File: config.mk
export PLATFORM = sky130hd
export DESIGN_NAME = writeback_sched
export DESIGN_NICKNAME = d
export VERILOG_FILES = /design/src/rtl/writeback_sched.sv
export SDC_FILE = /design/constraint.sdc
export NUM_CORES = 1
export LEC_CHECK = 0
export ABC_AREA = 1
export BUFFER_PORTS_ARGS = -buffer_cell sky130_fd_sc_hd__clkbuf_2
export CAP_MARGIN = 20
export CORE_ASPECT_RATIO = 1.2
export CORE_UTILIZATION = 47
export DETAILED_ROUTE_END_ITERATION = 16
export PLACE_DENSITY = 0.76
export SKIP_LAST_GASP = 1
export SLEW_MARGIN = 20
export SYNTH_ARGS = -nofsm -noshare
export SYNTH_HDL_FRONTEND = slang
export SYNTH_SLANG_ARGS = --single-unit
File: constraint.sdc
create_clock -name clk -period 1.4 [get_ports clk]
set_input_delay 0.21 -clock clk [delete_from_list [all_inputs] [get_ports clk]]
set_output_delay 0.21 -clock clk [all_outputs]
set_load 0.05 [all_outputs]
File: src/rtl/writeback_sched.sv
// rtl/writeback_sched.sv - single-port register-file writeback scheduler for ALU results and one outstanding load
module writeback_sched #(
  parameter int Data_Width = 32
) (
  input  logic                  clk,
  input  logic                  rst_n,
  input  logic                  AluValid,
  input  logic [Data_Width-1:0] ALUResult,
  input  logic [4:0]            AluRd,
  input  logic                  LoadIssue,
  input  logic [4:0]            LoadRd,
  input  logic                  MemRespValid,
  input  logic [Data_Width-1:0] ReadData,
  output logic                  Stall,
  output logic                  RegWrite,
  output logic [4:0]            WbRd,
  output logic [Data_Width-1:0] WbData,
  output logic                  ResultSrc,
  output logic                  LoadBusy,
  output logic                  SpurResp
);

  typedef enum logic {IDLE = 1'b0, WAIT = 1'b1} state_t;

  state_t                state_q, state_d;
  logic [4:0]            pend_rd_q, pend_rd_d;
  logic                  hold_valid_q, hold_valid_d;
  logic [4:0]            hold_rd_q, hold_rd_d;
  logic [Data_Width-1:0] hold_data_q, hold_data_d;
  logic                  reg_write_q, reg_write_d;
  logic [4:0]            wb_rd_q, wb_rd_d;
  logic [Data_Width-1:0] wb_data_q, wb_data_d;
  logic                  result_src_q, result_src_d;
  logic                  spur_q, spur_d;

  logic in_wait, resp, alu_acc, load_acc, waw_hazard;

  assign in_wait    = (state_q == WAIT);
  assign resp       = in_wait && MemRespValid;
  // An ALU write to the pending load's register must wait until the load data lands.
  assign waw_hazard = in_wait && AluValid && (AluRd == pend_rd_q) && (AluRd != 5'd0) && !MemRespValid;
  assign Stall      = hold_valid_q || (in_wait && LoadIssue && !MemRespValid) || waw_hazard;
  assign alu_acc    = AluValid && !Stall;
  assign load_acc   = LoadIssue && !Stall;

  always_comb begin
    state_d      = state_q;
    pend_rd_d    = pend_rd_q;
    hold_valid_d = hold_valid_q;
    hold_rd_d    = hold_rd_q;
    hold_data_d  = hold_data_q;
    reg_write_d  = 1'b0;
    wb_rd_d      = wb_rd_q;
    wb_data_d    = wb_data_q;
    result_src_d = result_src_q;
    spur_d       = spur_q || (!in_wait && MemRespValid);

    if (load_acc) begin
      state_d   = WAIT;
      pend_rd_d = LoadRd;
    end else if (resp) begin
      state_d = IDLE;
    end

    if (resp) begin
      wb_data_d    = ReadData;
      wb_rd_d      = pend_rd_q;
      result_src_d = 1'b1;
      reg_write_d  = (pend_rd_q != 5'd0);
      // Load data owns this slot; a same-cycle ALU result is parked for the next one.
      if (alu_acc) begin
        hold_valid_d = 1'b1;
        hold_rd_d    = AluRd;
        hold_data_d  = ALUResult;
      end
    end else if (hold_valid_q) begin
      wb_data_d    = hold_data_q;
      wb_rd_d      = hold_rd_q;
      result_src_d = 1'b0;
      reg_write_d  = (hold_rd_q != 5'd0);
      hold_valid_d = 1'b0;
    end else if (alu_acc) begin
      wb_data_d    = ALUResult;
      wb_rd_d      = AluRd;
      result_src_d = 1'b0;
      reg_write_d  = (AluRd != 5'd0);
    end
  end

  always_ff @(posedge clk or negedge rst_n) begin
    if (!rst_n) begin
      state_q      <= IDLE;
      pend_rd_q    <= 5'd0;
      hold_valid_q <= 1'b0;
      hold_rd_q    <= 5'd0;
      hold_data_q  <= '0;
      reg_write_q  <= 1'b0;
      wb_rd_q      <= 5'd0;
      wb_data_q    <= '0;
      result_src_q <= 1'b0;
      spur_q       <= 1'b0;
    end else begin
      state_q      <= state_d;
      pend_rd_q    <= pend_rd_d;
      hold_valid_q <= hold_valid_d;
      hold_rd_q    <= hold_rd_d;
      hold_data_q  <= hold_data_d;
      reg_write_q  <= reg_write_d;
      wb_rd_q      <= wb_rd_d;
      wb_data_q    <= wb_data_d;
      result_src_q <= result_src_d;
      spur_q       <= spur_d;
    end
  end

  assign RegWrite  = reg_write_q;
  assign WbRd      = wb_rd_q;
  assign WbData    = wb_data_q;
  assign ResultSrc = result_src_q;
  assign LoadBusy  = in_wait;
  assign SpurResp  = spur_q;

endmodule

==> results of run 1 <==
-- cells by family (layout without fill, tap and decap cells) --
| logic type | Yosys count | count (layout) | synth area share [%] |
|---|---|---|---|
| simple gates | 262 | 270 | 25.6 |
| compound gates | 125 | 125 | 15.4 |
| buf+inv | 85 | 261 | 8.97 |
| flops | 84 | 84 | 50.0 |
-- sequential cells by signal (all words and copies together), names as in the netlist --
signal,cells
LoadBusy,1
RegWrite,1
ResultSrc,1
SpurResp,1
WbData,32
WbRd,5
hold_data_q,32
hold_rd_q,5
hold_valid_q,1
pend_rd_q,5
-- critical path, cell delays in order, from the launching register on --
cell and delay (ns):
dfrtp_2 0.43, nand2_2 0.07, nor2_1 0.10, nand2_1 0.08
nor2_2 0.13, nand2_2 0.12, nand2_4 0.11, clkbuf_16 0.16
-- Yosys cell counts, drive strengths merged --
| master | number | area [um^2] |
|---|---|---|
| nand4 | 3 | 18.8 |
| nand2 | 175 | 669 |
| inv | 50 | 188 |
| nand3 | 40 | 213 |
| clkbuf | 14 | 52.6 |
| o211ai | 1 | 7.51 |
| clkinv | 1 | 3.75 |
| a21oi | 73 | 365 |
| o21bai | 1 | 7.51 |
| nor3 | 1 | 5.00 |
| dfrtp | 84 | 2100 |
| a31oi | 1 | 21.3 |
| nor2 | 43 | 169 |
| buf | 20 | 133 |
| o21ai | 49 | 245 |
-- cell type report --
class	count	share of cell area, %
well taps	117	2.15
clock buffers	10	2.02
clock inverters	6	1.27
inverters	51	2.82
repair buffers	194	24.3
flip-flops and latches	84	30.9
multi-input cells	395	36.5
-- per-stage QoR --
stage / setup WS, ns / hold slack [ns] / TNS [ns] / util, % / power [mW]
finish: -0.377 / 0.0413 / -19.97 / 79.0 / 9.92
global route: -0.438 / 0.0726 / -24.73 / 79.0 / 10.3
CTS: -0.263 / 0.0542 / -10.54 / 73.0 / 9.11
detailed placement: -0.167 / 0.152 / -6.25 / 58.9 / 6.42
global placement: -0.107 / 0.150 / -4.07 / 58.9 / 6.34
floorplan: -0.140 / -0.0856 / -8.59 / - / 5.55
-- metal layers --
metal  vias to the layer above  part of all wire [%]  track usage (%)
li1                       2152                     -                -
met2                       332                    51             57.1
met3                       113                   8.0             5.17
met4                         0                   7.0             19.2
met1                      2376                    34             38.8
met5                         -                     0                0
-- power breakdown --
group	leakage, nW	switching (mW)	internal [mW]
Sequential	1.02	0.575	3.05
Clock	0.113	0.964	1.05
Combinational	2.33	2.76	1.52
Total	3.46	4.30	5.62
-- path summary, 6_finish.rpt --
path                                   end  depth (start not counted)             from  slack, ns
hold / removal                pend_rd_q[0]                          3        LoadRd[0]       0.04
max in group asynchronous  hold_data_q[25]                          3            rst_n       0.54
setup / recovery                     Stall                          7         LoadBusy      -0.38
hold reg to reg            hold_data_q[15]                          2  hold_data_q[15]       0.51
setup reg to reg                 WbData[7]                         11         LoadBusy      -0.36
min in group asynchronous         SpurResp                          2            rst_n       0.30
-- what timing repair did --
action / in CTS / in global routing
pin swaps: 28 / 26
setup endpoints to repair: 77 / 84
resized for setup: 117 / 111
gates cloned: 16 / 8
setup buffers: 23 / 4
endpoints found under the hold margin: 24 / 0
hold buffers: 1 / 0
==> parameters.txt, run 1 <==
Parameter                              Value

Run status
  Run status    complete, but fails checks
  Violated checks    negative setup slack

Placed design
  Global placer's final weighted congestion    between 0.8 and 0.9
  Area post-placement    0.00507 mm^2
  Inst Count DP    793
  Detailed Place HPWL    7.80 mm
  I/O Buffers    120

Pwr
  Power Dens Cells    1460 mW/mm^2
  P_leak    3.46 nW
  Max IR drop VDD    0.927 mV

Clock network
  Clk sink count    84
  H-tree levels    3
  Clock transition at the register clock pins on the worst setup and hold paths after CTS    roughly 0.090 ns
  Buffer cell driving the clock tree root    clkbuf_8
  CTS Buffer Depth    2
  TritonCTS clock tree    done
  Clock Latency Late Sink    0.37 ns
  Num CTS Buffers    9

Timing
  Final Hold Vio Count    0
  Number of max-slew violations in the final report    0
  Endpoints failing setup    83
  PnR worst setup slack    -0.377 ns
  Largest clock skew in the final design    0.00779 ns
  Remaining max-slew budget at the tightest pin    around three quarters
  F_max    563 MHz
  Final critical delay including setup and external delays    1.78 ns
  Unrepaired setup endpoints after global routing    yes
  Slew at the pin closest to its max-slew limit    0.382 ns
  Final Cycle Share    127%

Cells and area
  Area occupied by registers    0.00210 mm^2
  Most common cell after layout, fill and taps aside    clkbuf_2
  Combined area of the multi-input logic cells    roughly 0.0025 mm^2
  Synth-to-Final Area Change    61.9%
  Final instance area    0.00680 mm^2
  Final cell count without fillers    857
  Antenna Diode Count    0
  # fillers    between 500 and 600
  Most frequent cells in the layout    clkbuf_2 (117), nand2_1 (89), dfrtp_1 (82)
  Layout cells sized above 1    roughly half
  Net count reported at finish    814

Synthesis
  Synthesized instance count    556
  Flops & latches, synth    84
  Synth warnings    0
  Synth Cell Area    around 0.0042 mm^2
  Sequential area share after synthesis    50.0%
  Cell variety after synth    24
  Mean cell area of the mapped netlist    7.55 um^2
  Nets in the synthesized netlist    635

Critical path
  Nature of the critical path endpoint    output port
  Largest fanout on the critical path    4
  Kind of critical path    reg -> out
  Critical Path RT    roughly 1.2 ns
  Worst Setup Start Kind    flip-flop
  Data arrival time of the critical path    1.57 ns

GRT
  Overall routing resource usage    between 30% and 40%
  Vias in the first global route    4798
  Wire length of the first global-routing pass    23.3 mm
  Largest net degree at the start of global routing    37
  Global route overflow    0
  Initial antenna violation count    0

Drt
  Initial DRC Count    382
  Vias    4973
  Residual DRC    0
  Via count normalized by instance count    roughly 5.8
  Pre-Repair DR Iteration Count    5
  Final Routed Wirelength    17.3 mm
  Routed length per instance    ~20 um
  Antenna Violating Nets Remaining    0

Die
  Effective utilization at floorplan    48.8%
  Overall die height    106 um
  Width of the die    88.3 um
  Die area    between 0.009 and 0.01 mm^2
  Area of the core    0.00861 mm^2
  Core Rows    37
  Boundary Pins    121

Hold path
  Worst min-delay path category    in -> reg

Job
  Count of max-cap constraint violations    0
Power figures use the tool's default switching activity.
==> run 2: changes to the inputs <==
--- a/config.mk
+++ b/config.mk
@@ -12,6 +12,7 @@
 export CORE_UTILIZATION = 47
 export DETAILED_ROUTE_END_ITERATION = 16
 export PLACE_DENSITY = 0.76
+export SETUP_SLACK_MARGIN = 0.1
 export SKIP_LAST_GASP = 1
 export SLEW_MARGIN = 20
 export SYNTH_ARGS = -nofsm -noshare
==> parameters.txt, run 2 (synthesis results as in run 1) <==
Parameter                              Value

Timing
  Unrepaired setup endpoints after global routing    yes
  Remaining max-slew budget at the tightest pin    between 70% and 80%
  Number of max-slew violations in the final report    0
  Largest clock skew in the final design    0.0100 ns
  Final critical delay including setup and external delays    1.71 ns
  PnR worst setup slack    -0.310 ns
  Slew at the pin closest to its max-slew limit    0.422 ns
  Final Hold Vio Count    0
  F_max    585 MHz
  Final Cycle Share    122%
  Endpoints failing setup    78

Clock network
  Clock transition at the register clock pins on the worst setup and hold paths after CTS    0.08 ns
  Clk sink count    84
  Buffer cell driving the clock tree root    clkbuf_8
  Clock Latency Late Sink    0.36 ns
  H-tree levels    3
  Num CTS Buffers    9
  CTS Buffer Depth    2
  TritonCTS clock tree    done

Cells and area
  Synth-to-Final Area Change    48.5%
  Most common cell after layout, fill and taps aside    nand2_1
  Net count reported at finish    802
  Most frequent cells in the layout    nand2_1 (139), clkbuf_2 (117), dfrtp_1 (83)
  Layout cells sized above 1    a little under two fifths
  Antenna Diode Count    0
  Final cell count without fillers    844

Die
  Core Rows    37
  Effective utilization at floorplan    about half
  Overall die height    106 um
  Area of the core    approximately 0.0086 mm^2
  Width of the die    88.3 um
  Die area    0.00932 mm^2
  Boundary Pins    ~120

Critical path
  Data arrival time of the critical path    1.96 ns
  Cell repeated most along the worst path    nand2_2
  Nature of the critical path endpoint    flip-flop
  Worst Setup Start Kind    flip-flop
  Cell with the largest stage delay on the worst path    dfrtp_1
  Chain of cells forming the critical path    inv_2 > nand2_2 > nand2_2 > inv_2 > nand2_2 > nor2_2 > nand2_2 > buf_4 > nand3_4 > buf_12 > clkbuf_16 > nand3_1 > nand2_1
  Cells on worst reg2reg path    13
  Register-to-register setup slack    -0.31 ns
  Critical Path RT    1.65 ns
  Largest fanout on the critical path    5
  Kind of critical path    reg -> reg
  Largest stage delay on the critical path    0.40 ns

Drt
  Pre-Repair DR Iteration Count    6
  Via count normalized by instance count    5.47
  Routed length per instance    16.8 um
  Final Routed Wirelength    14.2 mm
  Vias    4620
  Initial DRC Count    about 380
  Antenna Violating Nets Remaining    0
  Residual DRC    0

Placed design
  Detailed Place HPWL    7.88 mm
  Setup Slack @ Placement    -0.0878 ns
  Global placer's final weighted congestion    0.877
  Inst Count DP    798
  I/O Buffers    120

Job
  Count of max-cap constraint violations    0

GRT
  Met2 usage in global routing    approximately 48%
  Vias in the first global route    4374
  Wire length of the first global-routing pass    20.5 mm
  Largest net degree at the start of global routing    38
  Overall routing resource usage    28.9%
  GRT met1 Usage    36.1%
  Initial antenna violation count    0
  Busiest layer in global routing    met2
  Global route overflow    0
  M3 GR Usage    between 5 and 6%

Pwr
  Power Dens Cells    around 1500 mW/mm^2
  P_leak    3.28 nW
  Max IR drop VDD    just over 0.9 mV

Hold path
  Worst min-delay path category    in -> reg
  Hold Path Depth    3

Run status
  Run status    complete, but fails checks
  Violated checks    negative setup slack
==> run 2: cell count changes in the layout (fill, tap and decap cells not counted), sizes merged <==
cell | previous run | this run
buf | 72 | 65
clkbuf | 131 | 133
nand2 | 182 | 175
inv | 51 | 50
==> run 2: report_power, final <==
group	switching [mW]	internal, mW	total [mW]
clock	0.865	0.990	1.85
sequential	0.454	3.05	3.50
combinational	2.42	1.34	3.76
total	3.74	5.37	9.12
==> run 2: final timing paths <==
check / start / end
setup / recovery: pend_rd_q[4] / WbData[3]
hold / removal: LoadRd[4] / pend_rd_q[4]
setup reg to reg: pend_rd_q[4] / WbData[3]
hold reg to reg: SpurResp / SpurResp
max in group asynchronous: rst_n / pend_rd_q[3]
min in group asynchronous: rst_n / RegWrite
==> run 2: area by class of cell <==
cell class	instances	area (um^2)
fillers	656	2370
flip-flops and latches	84	2100
multi-input cells	388	1990
repair buffers	189	1600
inverters	51	191
well taps	117	146
clock buffers	10	128
clock inverters	5	77.6
==> run 2: critical path: cells and delay by family (launching register included) <==
kind	cells	cell delay [ns]
AND/OR/NAND/NOR	8	0.60
buffers and inverters	5	0.59
flip-flops	1	0.40
==> run 2: metrics by stage <==
step / utilization (%) / TNS [ns] / hold WS (ns) / instance area (um^2) / power, mW
final: 72.4 / -15.12 / 0.0579 / 6240 / 9.12
after global routing: 72.4 / -21.66 / 0.0775 / 6240 / 9.56
after CTS: 70.1 / -12.04 / 0.0452 / 6040 / 8.78
after detailed placement: 60.1 / -3.42 / 0.174 / 5170 / 6.49
after global placement: 60.1 / -1.95 / 0.175 / 5170 / 6.40
after floorplan: - / -8.58 / -0.0856 / 4270 / 5.55
==> run 2: what timing repair did <==
item | 4_1_cts | 5_1_grt
resized for setup | 73 | 42
hold endpoints to repair | 24 | 0
pin swaps | 13 | 14
setup endpoints to repair | 83 | 85
hold buffers | 1 | 0
gates cloned | 12 | 5
setup buffers | 13 | 5
==> run 2: metal layers <==
metal  routed length, um  vias up  part of all wire (%)
met5                   0        -                     0
met4                 500        0                   3.5
met3                1160       58                   8.2
met2                7270      272                    51
met1                5260     2169                    37
li1                    -     2121                     -
